$ cat config.mk
export PLATFORM = sky130hd
export DESIGN_NAME = adder_result_accumulator
export DESIGN_NICKNAME = d
export VERILOG_FILES = /design/src/rtl/adder_result_accumulator.sv
export SDC_FILE = /design/constraint.sdc
export NUM_CORES = 1
export LEC_CHECK = 0
export ABC_AREA = 0
export BUFFER_PORTS_ARGS = -buffer_cell sky130_fd_sc_hd__buf_2
export CORE_UTILIZATION = 49
export DETAILED_ROUTE_END_ITERATION = 10
export PLACE_DENSITY = 0.76
export SETUP_SLACK_MARGIN = 0.15
export SYNTH_ARGS = -nofsm -noshare
export SYNTH_HDL_FRONTEND = slang
export SYNTH_SLANG_ARGS = --single-unit
$ cat constraint.sdc
create_clock -name Clk -period 2.1 [get_ports Clk]
set_input_delay 0.105 -clock Clk [delete_from_list [all_inputs] [get_ports Clk]]
set_output_delay 0.105 -clock Clk [all_outputs]
set_load 0.05 [all_outputs]
$ cat src/rtl/adder_result_accumulator.sv
// Adder result accumulator: sums NUM_BEATS adder results per run and
// presents the total on a valid/ready output with a sticky overflow flag.
module adder_result_accumulator #(
    parameter int IN_WIDTH  = 3,
    parameter int ACC_WIDTH = 8,
    parameter int NUM_BEATS = 16
) (
    input  logic                               Clk,
    input  logic                               Rst_n,
    input  logic                               Start,
    input  logic                               Clear,
    input  logic                               In_valid,
    input  logic [IN_WIDTH-1:0]                In_data,
    output logic                               In_ready,
    output logic                               Out_valid,
    input  logic                               Out_ready,
    output logic [ACC_WIDTH-1:0]               Acc_out,
    output logic                               Overflow,
    output logic [$clog2(NUM_BEATS+1)-1:0]     Beat_count,
    output logic                               Busy
);

    localparam int CW = $clog2(NUM_BEATS + 1);
    localparam int SW = ACC_WIDTH + 1;

    typedef enum logic [1:0] {
        IDLE  = 2'd0,
        ACCUM = 2'd1,
        DONE  = 2'd2
    } state_e;

    state_e               state_q, state_d;
    logic [ACC_WIDTH-1:0] acc_q, acc_d;
    logic                 ovf_q, ovf_d;
    logic [CW-1:0]        cnt_q, cnt_d;
    logic [SW-1:0]        sum;

    // One extra bit catches the carry out of the accumulator
    assign sum = {1'b0, acc_q} + SW'(In_data);

    always_comb begin
        state_d = state_q;
        acc_d   = acc_q;
        ovf_d   = ovf_q;
        cnt_d   = cnt_q;
        if (Clear) begin
            state_d = IDLE;
            acc_d   = '0;
            ovf_d   = 1'b0;
            cnt_d   = '0;
        end else begin
            unique case (state_q)
                IDLE: begin
                    if (Start) begin
                        state_d = ACCUM;
                        acc_d   = '0;
                        ovf_d   = 1'b0;
                        cnt_d   = '0;
                    end
                end
                ACCUM: begin
                    if (In_valid) begin
                        acc_d = sum[ACC_WIDTH-1:0];
                        ovf_d = ovf_q | sum[ACC_WIDTH];
                        cnt_d = cnt_q + CW'(1);
                        if (cnt_q == CW'(NUM_BEATS - 1)) begin
                            state_d = DONE;
                        end
                    end
                end
                DONE: begin
                    if (Out_ready) begin
                        state_d = IDLE;
                    end
                end
                default: state_d = IDLE;
            endcase
        end
    end

    always_ff @(posedge Clk or negedge Rst_n) begin
        if (!Rst_n) begin
            state_q <= IDLE;
            acc_q   <= '0;
            ovf_q   <= 1'b0;
            cnt_q   <= '0;
        end else begin
            state_q <= state_d;
            acc_q   <= acc_d;
            ovf_q   <= ovf_d;
            cnt_q   <= cnt_d;
        end
    end

    assign In_ready   = (state_q == ACCUM);
    assign Out_valid  = (state_q == DONE);
    assign Busy       = (state_q != IDLE);
    assign Acc_out    = acc_q;
    assign Overflow   = ovf_q;
    assign Beat_count = cnt_q;

endmodule

### After elaboration in Yosys (flattened, before gate mapping)

Index checks and enable logic that the tools add are counted.
W data, S select, Z words.

| operators by class | value |
|---|---|
| $add $sub $neg | 2 |
| equality and inequality tests | 7 |
| muxes and demuxes | 18 |
| bitwise logic cells | 1 |
| reduce and logical (&&, ||, !) cells | 5 |

Operator list:

| cell | number |
|---|---|
| $mux W8 | 3 |
| $pmux W8 S2 | 1 |
| $mux W5 | 3 |
| $mux W2 | 5 |
| $pmux W5 S2 | 1 |
| $add A8 B3 Y9 | 1 |
| $ne A3 B2 Y1 const B | 2 |
| $ne A3 B3 Y1 const B | 2 |
| $pmux W2 S3 | 1 |
| $add A5 B1 Y5 const B | 1 |
| $eq A5 B4 Y1 const B | 1 |
| $reduce_and A4 Y1 | 1 |
| $mux W1 | 3 |
| $reduce_and A3 Y1 | 1 |
| $reduce_bool A3 Y1 | 1 |
| $eq A2 B1 Y1 const B | 1 |
| $eq A2 B2 Y1 const B | 1 |
| $logic_not A2 Y1 | 1 |
| $pmux W1 S2 | 1 |
| $reduce_bool A2 Y1 | 1 |
| $or A1 B1 Y1 | 1 |

| word-level totals | value |
|---|---|
| flip-flop bits (word level) | 16 |
| input bits | 9 |
| output and inout bits | 17 |
| word-level logic and storage cells | 37 |

### Logic depth before layout (Yosys ltp)

Gate-level depths: netlist of run 1.

| depth | value |
|---|---|
| depth in word-level cells | 5 |
| gate-level depth with buffers | 6 |
| depth with buffers taken out | 6 |

### Worst setup path after synthesis of run 1

Ideal clock, no wire load.

| path | value |
|---|---|
| path type | reg-to-reg |
| from | register acc_q[0], in the netlist Acc_out[0] |
| to | register ovf_q, in the netlist Overflow |
| setup time | 0.129 ns |
| arrival | 1.894 ns |
| required time | 1.971 ns |
| path slack | 0.077 ns |
| stages on the path, launching flop included | 7 |
| buffers on the path | 0 |
| period minus slack after synthesis | 2.023 ns |
| cell sequence | dfrtp_1 > ha_1 > fa_1 > a21o_1 > and4_1 > a41oi_1 > a21oi_1 |

| on the way | value |
|---|---|
| cells in the longest elaborated chain, start to end | 5 |

Ends and longest elaborated chain:

| what | RTL line | RTL |
|---|---|---|
| start: declaration | 33 | `logic [ACC_WIDTH-1:0] acc_q, acc_d;` |
| start signal: assignment | 84 | `acc_q <= '0;` |
| start signal: assignment | 89 | `acc_q <= acc_d;` |
| $add A8 B3 Y9 | 39 | `assign sum = {1'b0, acc_q} + SW'(In_data);` |
| $or A1 B1 Y1 | 64 | `ovf_d = ovf_q \| sum[ACC_WIDTH];` |
| $mux W1 | 62 | `if (In_valid) begin` |
| $pmux W1 S2 | 52 | `unique case (state_q)` |
| $mux W1 | 46 | `if (Clear) begin` |
| end signal: assignment | 90 | `ovf_q <= ovf_d;` |
| end: declaration | 34 | `logic ovf_q, ovf_d;` |

No other way between the ends. The select of a mux whose other input is x is not followed.
A chain may end at the register's enable or synchronous reset.

### Worst setup path after layout of run 1

Ends and elaborated chain as after synthesis.

==> results.sh, run 1 <==
export IMPL_outcome="completed"
export IMPL_critPathSlowestCell="dfrtp_2"
export IMPL_whs_ps=51.7
export IMPL_rsz0062_at_grt="false"
export IMPL_io_pins=26
export IMPL_final_core_util_pct=68.1
export IMPL_ant_nets=0
export IMPL_finalInstanceArea_um2=1090
export IMPL_grt_pass1_vias=745
export IMPL_critPathMaxFanout=3
export IMPL_slew_headroom_pct=70.7
export IMPL_syn_area_um2=885
export IMPL_r2r_start="Acc_out[0]"
export IMPL_synth_top_cell_area_share_pct=45.3
export IMPL_clk_root_buffer_cell="clkbuf_4"
export IMPL_clk_pin_slew_worst_paths_ps=100
export IMPL_power_leakage_nw=0.570
export IMPL_synth_area_leaders="dfrtp_1, ha_1, o21ai_0"
export IMPL_avgSynthCellArea_um2=10.2
export IMPL_area_growth_pct=22.8
export IMPL_setup_tns_ps=0
export IMPL_synth_seq_cells=16
export IMPL_synth_area_leader_cell="dfrtp_1"
export IMPL_postPlaceCellArea_um2=1040
export IMPL_fin_crit_ps=1840
export IMPL_cp_required_ps=2280
export IMPL_netlist_instances=87
export IMPL_dp_cells=135
export IMPL_max_freq_mhz=543
export IMPL_min_from="Clear"
export IMPL_worstMarginPinSlew_ps=439
export IMPL_arrival_ps=2020
export IMPL_io_buffer_count=25
export IMPL_endpoint_kind="register"
export IMPL_drive_gt1_share_pct=30.2
export IMPL_core_um2=1590
export IMPL_die_h_um=44.5
export IMPL_hold_path_depth=2
export IMPL_fin_cells=140
export IMPL_critPathBufInv=0
export IMPL_clock_sinks=16
export IMPL_r2r_end="Overflow"
export IMPL_critical_path_class="reg -> reg"
export IMPL_setup_ws_ps=259
export IMPL_multi_input_area_um2=472
export IMPL_clockBufferDepth=2
export IMPL_cts_tree="done"
export IMPL_drc=0
export IMPL_cts_buffers=3
export IMPL_peakVddDrop_uv=414
export IMPL_routed_wl_um=1980
export IMPL_hp_class="in -> reg"
export IMPL_worstHoldEndpoint="state_q[0]"
export IMPL_first_pass_iters=4
export IMPL_clkLatencyLatePin_ps=300
export IMPL_gp_congestion=0.759
export IMPL_power_total_mw=0.635
export IMPL_max_stage_delay_ps=430
export IMPL_grt_max_degree=17
export IMPL_worstRegToRegCells=6
export IMPL_cp_top_family="adder cells"
export IMPL_grtUsageTotal_pct=22.8
export IMPL_skew_ps=2.05
export IMPL_cp_cell_sequence="ha_1, fa_2, a21o_1, and4_1, a41oi_1, a21oi_1"
export IMPL_die_area_um2=1980
export IMPL_start_kind="register"
export IMPL_syn_nets=102
export IMPL_grt_pass1_wl_um=3190
export IMPL_nFillCells=130
export IMPL_synth_cell_types=35
export IMPL_vias=791
export IMPL_slew_viol_final=0
export IMPL_gr_total_overflow=0
export IMPL_preCtsSetupSlack_ps=230
export IMPL_ys_warn_count=0
export IMPL_max_cap_violations=0
export IMPL_hpwl_um=1430
export IMPL_die_w_um=44.5
export IMPL_hold_viol_final=0
export IMPL_initial_utilization_pct=55.5
export IMPL_setup_viol=0
export IMPL_ys_seq_area_share_pct=45.3
export IMPL_register_area_um2=402
export IMPL_vias_per_cell=5.65
export IMPL_rows=14
export IMPL_diodes=0
export IMPL_first_iter_violations=27
export IMPL_antenna_found_initial=0
export IMPL_fin_nets=132
export IMPL_fin_crit_sh_pct=87.7
export IMPL_p_per_area_nw_per_um2=585
export IMPL_h_tree_depth=1
export IMPL_wl_per_cell_um=14.2
export IMPL_r2r_slack_ps=260
-- final cells by class --
class | instances | share of cell area [%]
repair buffers | 26 | 12.4
well taps | 24 | 2.76
clock buffers | 4 | 3.34
multi-input cells | 67 | 43.4
inverters | 3 | 1.04
flip-flops and latches | 16 | 37.0
-- kinds of logic after synthesis --
logic type / Yosys count / share of synthesized area, %
simple gates: 31 / 20.9
fa+ha+maj: 6 / 9.34
buf+inv: 4 / 1.70
xor+xnor: 1 / 0.990
flops: 16 / 45.3
mux: 1 / 1.13
compound gates: 28 / 20.7
-- how the worst max path moves through the flow --
stage	startpoint	endpoint	slack, ps	depth (start not counted)
floorplan	Acc_out[0]	Overflow	180	6
global placement	Acc_out[0]	Overflow	300	6
detailed placement	Acc_out[0]	Overflow	230	6
CTS	Acc_out[0]	Overflow	210	6
global route	Acc_out[0]	Overflow	190	6
finish	Acc_out[0]	Overflow	260	6
-- registers in the layout, summed over array words and instances (netlist names) --
| signal | flops |
|---|---|
| Acc_out | 8 |
| state_q | 2 |
| Beat_count | 5 |
| Overflow | 1 |
-- power breakdown --
group | leakage, nW | internal [mW] | switching, mW
Combinational | 0.330 | 0.0338 | 0.0686
Clock | 0.0210 | 0.106 | 0.105
Sequential | 0.219 | 0.314 | 0.00774
-- synthesized netlist by cell type --
| cell type | number |
|---|---|
| a21oi_1 | 4 |
| nor3_1 | 1 |
| o21ba_2 | 1 |
| and2_1 | 2 |
| nand2_4 | 1 |
| and3_1 | 1 |
| nand4_1 | 1 |
| a32oi_1 | 1 |
| o31ai_1 | 2 |
| or3_1 | 1 |
| or2_2 | 1 |
| dfrtp_1 | 16 |
| nand2_1 | 8 |
| ha_1 | 5 |
| nor2_1 | 3 |
| inv_1 | 3 |
| a21o_1 | 2 |
| a22o_1 | 3 |
| nand3_1 | 5 |
| xnor2_1 | 1 |
| o211ai_1 | 2 |
| o22ai_1 | 1 |
| nor2b_1 | 1 |
| nor3b_4 | 1 |
| o21ai_0 | 6 |
| or3b_1 | 1 |
| mux2i_1 | 1 |
| fa_1 | 1 |
| o21bai_1 | 1 |
| clkbuf_1 | 1 |
| and4_1 | 1 |
| a41oi_1 | 1 |
| and2b_1 | 1 |
| o21ai_1 | 4 |
| or4_1 | 2 |
-- cell usage in the layout (no fill, tap or decap), drive strengths merged, types with 2 or more instances in the layout --
cell and n:
o31ai 2, nor2 3, a21oi 4, dfrtp 16
and2 2, a22o 3, nand3 5, ha 5
or4 2, nand2 9, o211ai 2, clkbuf 4
buf 25, inv 3, a21o 2, o21ai 10
-- timing repair --
item,CTS,global route
hold buffers,1,0
endpoints found under the setup margin,0,2
endpoints found under the hold margin,16,0
gates resized for setup,0,1
buffers inserted,0,0
-- layer usage --
metal / up-vias / part of all wire (%) / track usage [%]
li1: 384 / - / -
met1: 363 / 43 / 29.6
met2: 40 / 49 / 35.3
met3: 4 / 6.3 / 3.27
met4: 0 / 1.9 / 15.2
met5: - / 0 / 0
(Power assumes the default switching activity.)
==> run 2, diff against run 1 <==
- GPL_TIMING_DRIVEN: not set -> 0
==> run 2 against run 1 <==
  * Hold slack better by 14 ps
  * Die area stayed put
  * Sequential cell count stayed put
  * Clock skew is 3.1 ps higher
  * Via count is 0.25% higher
  * Global-route usage is 0.26 points higher
  * First-iteration DRC count is 44% lower
  * Sequential power hardly changed
  * Routed wire length is 1.7% lower
  * Clock-buffer cell count stayed put
  * Register-to-register slack hardly changed
  * Critical path type unchanged
  * Critical endpoint unchanged
  * Largest power group unchanged
  * Highest routed layer unchanged
==> results.sh, run 2 (same netlist as run 1, synthesis figures left out) <==
export IMPL_cts_buffers=3
export IMPL_worstHoldEndpoint="state_q[0]"
export IMPL_min_from="Clear"
export IMPL_ant_nets=0
export IMPL_clkLatencyLatePin_ps=280
export IMPL_routed_wl_um=1950
export IMPL_cp_depth=6
export IMPL_vias=793
export IMPL_power_share_switching_pct=28.7
export IMPL_hold_viol_final=0
export IMPL_critPathMaxFanout=3
export IMPL_dp_cells=136
export IMPL_clock_sinks=16
export IMPL_p_sw_mw=0.169
export IMPL_critPathBufInv=0
export IMPL_worstRegToRegCells=6
export IMPL_first_pass_iters=4
export IMPL_cts_tree="done"
export IMPL_finalInstanceArea_um2=1080
export IMPL_final_common_cell="buf_2"
export IMPL_hp_class="in -> reg"
export IMPL_power_internal_mw=0.421
export IMPL_cp_required_ps=2260
export IMPL_final_cell_mix="buf_2, dfrtp_1, nand2_1"
export IMPL_start_kind="register"
export IMPL_grtUsageTotal_pct=23.1
export IMPL_cp_top_family="adder cells"
export IMPL_io_buffer_count=25
export IMPL_wl_per_cell_um=13.8
export IMPL_skew_ps=5.14
export IMPL_max_cap_violations=0
export IMPL_arrival_ps=1980
export IMPL_max_freq_mhz=547
export IMPL_h_tree_depth=1
export IMPL_fin_nets=133
export IMPL_critPathSlowestCell="dfrtp_2"
export IMPL_hpwl_um=1500
export IMPL_hold_path_depth=2
export IMPL_fin_crit_ps=1830
export IMPL_endpoint_kind="register"
export IMPL_largest_reg_flops=8
export IMPL_grt_pass1_vias=733
export IMPL_setup_tns_ps=0
export IMPL_power_frac_clock_pct=28.3
export IMPL_critical_path_class="reg -> reg"
export IMPL_max_stage_delay_ps=420
export IMPL_area_growth_pct=22.1
export IMPL_power_leakage_nw=0.565
export IMPL_rows=14
export IMPL_initial_utilization_pct=55.5
export IMPL_first_iter_violations=15
export IMPL_worstMarginPinSlew_ps=442
export IMPL_vias_per_cell=5.62
export IMPL_postPlaceCellArea_um2=1040
export IMPL_setup_viol=0
export IMPL_cts_setup_buffers=0
export IMPL_gp_congestion=0.719
export IMPL_gr_total_overflow=0
export IMPL_r2r_start="Acc_out[0]"
export IMPL_clk_pin_slew_worst_paths_ps=90
export IMPL_grt_max_degree=17
export IMPL_slew_viol_final=0
export IMPL_clockBufferDepth=2
export IMPL_cp_cell_sequence="ha_1, fa_2, a21o_1, and4_1, a41oi_1, a21oi_1"
export IMPL_fin_cells=141
export IMPL_antenna_found_initial=0
export IMPL_r2r_slack_ps=270
export IMPL_io_pins=26
export IMPL_peakVddDrop_uv=361
export IMPL_rsz0062_at_grt="false"
export IMPL_p_per_area_nw_per_um2=547
export IMPL_outcome="completed"
export IMPL_die_area_um2=1980
export IMPL_drive_gt1_share_pct=29.1
export IMPL_fin_crit_sh_pct=87.0
export IMPL_grt_pass1_wl_um=3190
export IMPL_combPwrFrac_pct=17.3
export IMPL_clk_root_buffer_cell="clkbuf_4"
export IMPL_diodes=0
export IMPL_drc=0
export IMPL_slew_headroom_pct=70.5
export IMPL_die_h_um=44.5
export IMPL_r2r_end="Overflow"
export IMPL_die_w_um=44.5
export IMPL_core_um2=1590
export IMPL_seq_power_share_pct=54.4
## run 2: changes by cell type in the layout (fill, tap and decap cells not counted), sizes merged
cell / before / now
clkbuf: 4 / 5
## run 2: how the worst max path moves through the flow
stage | from | endpoint
CTS | Acc_out[0] | Overflow
floorplan | Acc_out[0] | Overflow
global route | Acc_out[0] | Overflow
global placement | Acc_out[0] | Overflow
finish | Acc_out[0] | Overflow
detailed placement | Acc_out[0] | Overflow
## run 2: area by class of cell
cell class / instances / area, um^2
multi-input cells: 67 / 472
flip-flops and latches: 16 / 402
inverters: 3 / 11.3
repair buffers: 26 / 135
fillers: 128 / 514
plain buffers: 1 / 3.75
clock buffers: 4 / 26.3
well taps: 24 / 30.0
## run 2: per-layer routing
layer | track usage [%] | up-vias | share of wire (%)
li1 | - | 388 | -
met1 | 27.7 | 378 | 43
met2 | 39.1 | 23 | 51
met3 | 4.90 | 4 | 3.9
met4 | 10.9 | 0 | 1.7
met5 | 0 | - | 0
## run 2: metrics by stage
stage                     setup slack (ps)  utilization [%]  hold WS [ps]  power (mW)
final                                  273             67.7          65.6       0.590
after global routing                   181             67.7          88.7       0.624
after CTS                              204             67.6          63.7       0.595
after detailed placement               234             65.3          39.2       0.428
after global placement                 245             65.3          34.7       0.425
after floorplan                        180                -          -191       0.393
## run 2: repair_timing
action | in CTS | in global routing
setup endpoints to repair | 0 | 2
hold endpoints to repair | 16 | 0
hold buffers | 1 | 0
resized for setup | 0 | 1
## run 2: power by group through the flow
stage	combinational (mW)	sequential [mW]	clock, mW
6_report	0.102	0.321	0.167
5_1_grt	0.113	0.323	0.189
4_1_cts	0.102	0.321	0.172
3_5_place_dp	0.101	0.327	0
3_3_place_gp	0.0983	0.327	0
2_1_floorplan	0.0509	0.342	0
==> run 3, diff against run 2 <==
--- a/config.mk
+++ b/config.mk
@@ -7,8 +7,8 @@
 export LEC_CHECK = 0
-export ABC_AREA = 0
+export ABC_AREA = 1
 export BUFFER_PORTS_ARGS = -buffer_cell sky130_fd_sc_hd__buf_2
-export CORE_UTILIZATION = 49
+export CORE_UTILIZATION = 51
 export DETAILED_ROUTE_END_ITERATION = 10
 export GPL_TIMING_DRIVEN = 0
-export PLACE_DENSITY = 0.76
+export PLACE_DENSITY = 0.78
 export SETUP_SLACK_MARGIN = 0.15
==> constraint.sdc (replaced) <==
create_clock -name Clk -period 1.75 [get_ports Clk]
set_input_delay 0.35 -clock Clk [delete_from_list [all_inputs] [get_ports Clk]]
set_output_delay 0.35 -clock Clk [all_outputs]
set_load 0.05 [all_outputs]
==> run 3 against run 2 <==
  * Via count increased by 19%
  * First-iteration DRC count increased by 33%
  * Critical path depth decreased by 3
  * Register-to-register slack got worse by 50 ps
  * Synthesized cell count increased by 49%
  * Final cell count increased by 34%
  * Critical path type is now reg -> out
==> results.sh, run 3 <==
export IMPL_netlist_instances=130
export IMPL_die_h_um=45.9
export IMPL_syn_area_um2=983
export IMPL_routed_wl_um=2270
export IMPL_setup_tns_ps=0
export IMPL_power_leakage_nw=0.663
export IMPL_arrival_ps=1210
export IMPL_whs_ps=350
export IMPL_critPathMaxFanout=5
export IMPL_skew_ps=7.81
export IMPL_synth_xor_area_share_pct=0.891
export IMPL_max_stage_delay_ps=440
export IMPL_first_pass_iters=4
export IMPL_synthArstFlopShare_pct=100
export IMPL_worstMarginPinSlew_ps=374
export IMPL_grt_pass1_vias=805
export IMPL_start_kind="register"
export IMPL_cts_buffers=3
export IMPL_synth_compound_gate_area_share_pct=9.03
export IMPL_rows=15
export IMPL_hpwl_um=1670
export IMPL_vias=947
export IMPL_fin_nets=180
export IMPL_synth_common_cells="nand2_1, nor2_1, dfrtp_1"
export IMPL_syn_nets=145
export IMPL_synthSimpleGateAreaFrac_pct=33.7
export IMPL_slew_viol_final=0
export IMPL_max_cap_violations=0
export IMPL_grtUsageTotal_pct=23.8
export IMPL_antenna_found_initial=0
export IMPL_endpoint_kind="output port"
export IMPL_synth_edf_count=0
export IMPL_power_frac_clock_pct=18.9
export IMPL_max_freq_mhz=640
export IMPL_synth_flop_cell="dfrtp_1"
export IMPL_worstRegToRegCells=8
export IMPL_power_total_mw=1.36
export IMPL_cp_required_ps=1400
export IMPL_dp_cells=180
export IMPL_hp_class="in -> reg"
export IMPL_h_tree_depth=1
export IMPL_largest_reg_flops=8
export IMPL_clock_sinks=16
export IMPL_hold_path_depth=3
export IMPL_gp_congestion=0.767
export IMPL_min_from="Out_ready"
export IMPL_io_pins=26
export IMPL_synth_seq_cells=16
export IMPL_area_growth_pct=28.2
export IMPL_combPwrFrac_pct=48.0
export IMPL_setup_ws_ps=188
export IMPL_r2r_start="Acc_out[2]"
export IMPL_final_core_util_pct=71.5
export IMPL_final_cell_mix="nand2_1, buf_2, inv_1, nor2_1, dfrtp_1"
export IMPL_outcome="completed"
export IMPL_p_sw_mw=0.624
export IMPL_first_iter_violations=20
export IMPL_cp_cell_sequence="nor2_1, inv_1, buf_2"
export IMPL_synth_top_cell_area_share_pct=40.7
export IMPL_critPathSlowestCell="dfrtp_1"
export IMPL_io_buffer_count=25
export IMPL_clkLatencyLatePin_ps=300
export IMPL_wl_per_cell_um=12.0
export IMPL_clk_root_buffer_cell="clkbuf_4"
export IMPL_grt_pass1_wl_um=3550
export IMPL_fin_crit_sh_pct=89.3
export IMPL_power_internal_mw=0.736
export IMPL_seq_power_share_pct=33.0
export IMPL_drive_gt1_share_pct=33.5
export IMPL_setup_viol=0
export IMPL_initial_utilization_pct=55.7
export IMPL_diodes=0
export IMPL_p_per_area_nw_per_um2=1080
export IMPL_drc=0
export IMPL_fin_crit_ps=1560
export IMPL_clockBufferDepth=2
export IMPL_synthMuxAreaShare_pct=0
export IMPL_core_um2=1760
export IMPL_slew_headroom_pct=75.1
export IMPL_r2r_slack_ps=220
export IMPL_rsz0062_at_grt="true"
export IMPL_synthAdderAreaFrac_pct=8.40
export IMPL_die_area_um2=2110
export IMPL_synth_cell_types=22
export IMPL_gr_total_overflow=0
export IMPL_finalInstanceArea_um2=1260
export IMPL_ant_nets=0
export IMPL_clk_pin_slew_worst_paths_ps=100
export IMPL_worstHoldEndpoint="state_q[1]"
export IMPL_r2r_end="Acc_out[7]"
export IMPL_final_common_cell="nand2_1"
export IMPL_hold_viol_final=0
export IMPL_synth_top_family_by_area="simple AND/OR/NAND/NOR gates"
export IMPL_yosysMostFrequentCell="nand2_1"
export IMPL_preCtsSetupSlack_ps=128
export IMPL_cts_tree="done"
export IMPL_fin_cells=189
export IMPL_postPlaceCellArea_um2=1160
export IMPL_peakVddDrop_uv=778
export IMPL_critical_path_class="reg -> out"
export IMPL_synth_area_leaders="dfrtp_1, nand2_1, nor2_1"
export IMPL_synth_area_leader_cell="dfrtp_1"
export IMPL_avgSynthCellArea_um2=7.56
export IMPL_grt_max_degree=17
export IMPL_power_share_switching_pct=45.9
export IMPL_vias_per_cell=5.01
export IMPL_die_w_um=45.9
export IMPL_ys_seq_area_share_pct=40.7
export IMPL_ys_warn_count=0
[run 3: final cells by class]
type                       instances  area (um^2)
multi-input combinational         97          548
inverter                          16         60.1
fill                             160          503
timing repair buffer              30          168
sequential                        16          407
buffer                             1         11.3
clock buffer                       4         36.3
tap                               25         31.3
[run 3: layer usage]
metal | up-vias | track usage [%] | routed length, um
met5 | - | 0 | 0
met4 | 0 | 10.6 | 39
met3 | 4 | 2.38 | 89
met2 | 23 | 40.6 | 1160
met1 | 440 | 30.1 | 978
li1 | 480 | - | -
[run 3: cell families (layout without fill, tap and decap cells)]
logic type | after synthesis | in the layout
AND/OR/NAND/NOR | 74 | 74
buffers and inverters | 17 | 51
AO/OA/AOI/OAI | 16 | 16
flip-flops | 16 | 16
adder cells (fa/ha/maj) | 6 | 6
XOR/XNOR | 1 | 1
[run 3: what timing repair did]
action,in CTS,in global routing
endpoints found under the hold margin,16,0
endpoints found under the setup margin,1,8
pin swaps,0,2
buffers inserted,0,4
hold buffers,1,0
resized for setup,1,8
[run 3: power groups by stage]
stage	Clock [mW]	Combinational (mW)	Sequential (mW)
floorplan	0	0.397	0.512
global placement	0	0.576	0.453
detailed placement	0	0.592	0.458
CTS	0.259	0.601	0.451
global route	0.265	0.716	0.453
finish	0.258	0.653	0.449
[run 3: critical path, delay by kind of cell (launching register included)]
family,cells,cell delay [ps]
DFF,1,440
buffers and inverters,2,260
and+or+nand+nor,1,210
[run 3: worst max path at each step]
| stage | slack [ps] | end | from | depth (start not counted) |
|---|---|---|---|---|
| floorplan | 160 | Acc_out[6] | Acc_out[0] | 8 |
| global placement | 160 | Acc_out[7] | In_data[2] | 8 |
| detailed placement | 130 | Acc_out[7] | In_data[2] | 8 |
| CTS | 170 | Acc_out[7] | Acc_out[2] | 7 |
| global route | 130 | Acc_out[7] | Acc_out[2] | 8 |
| finish | 190 | Busy | state_q[0] | 3 |
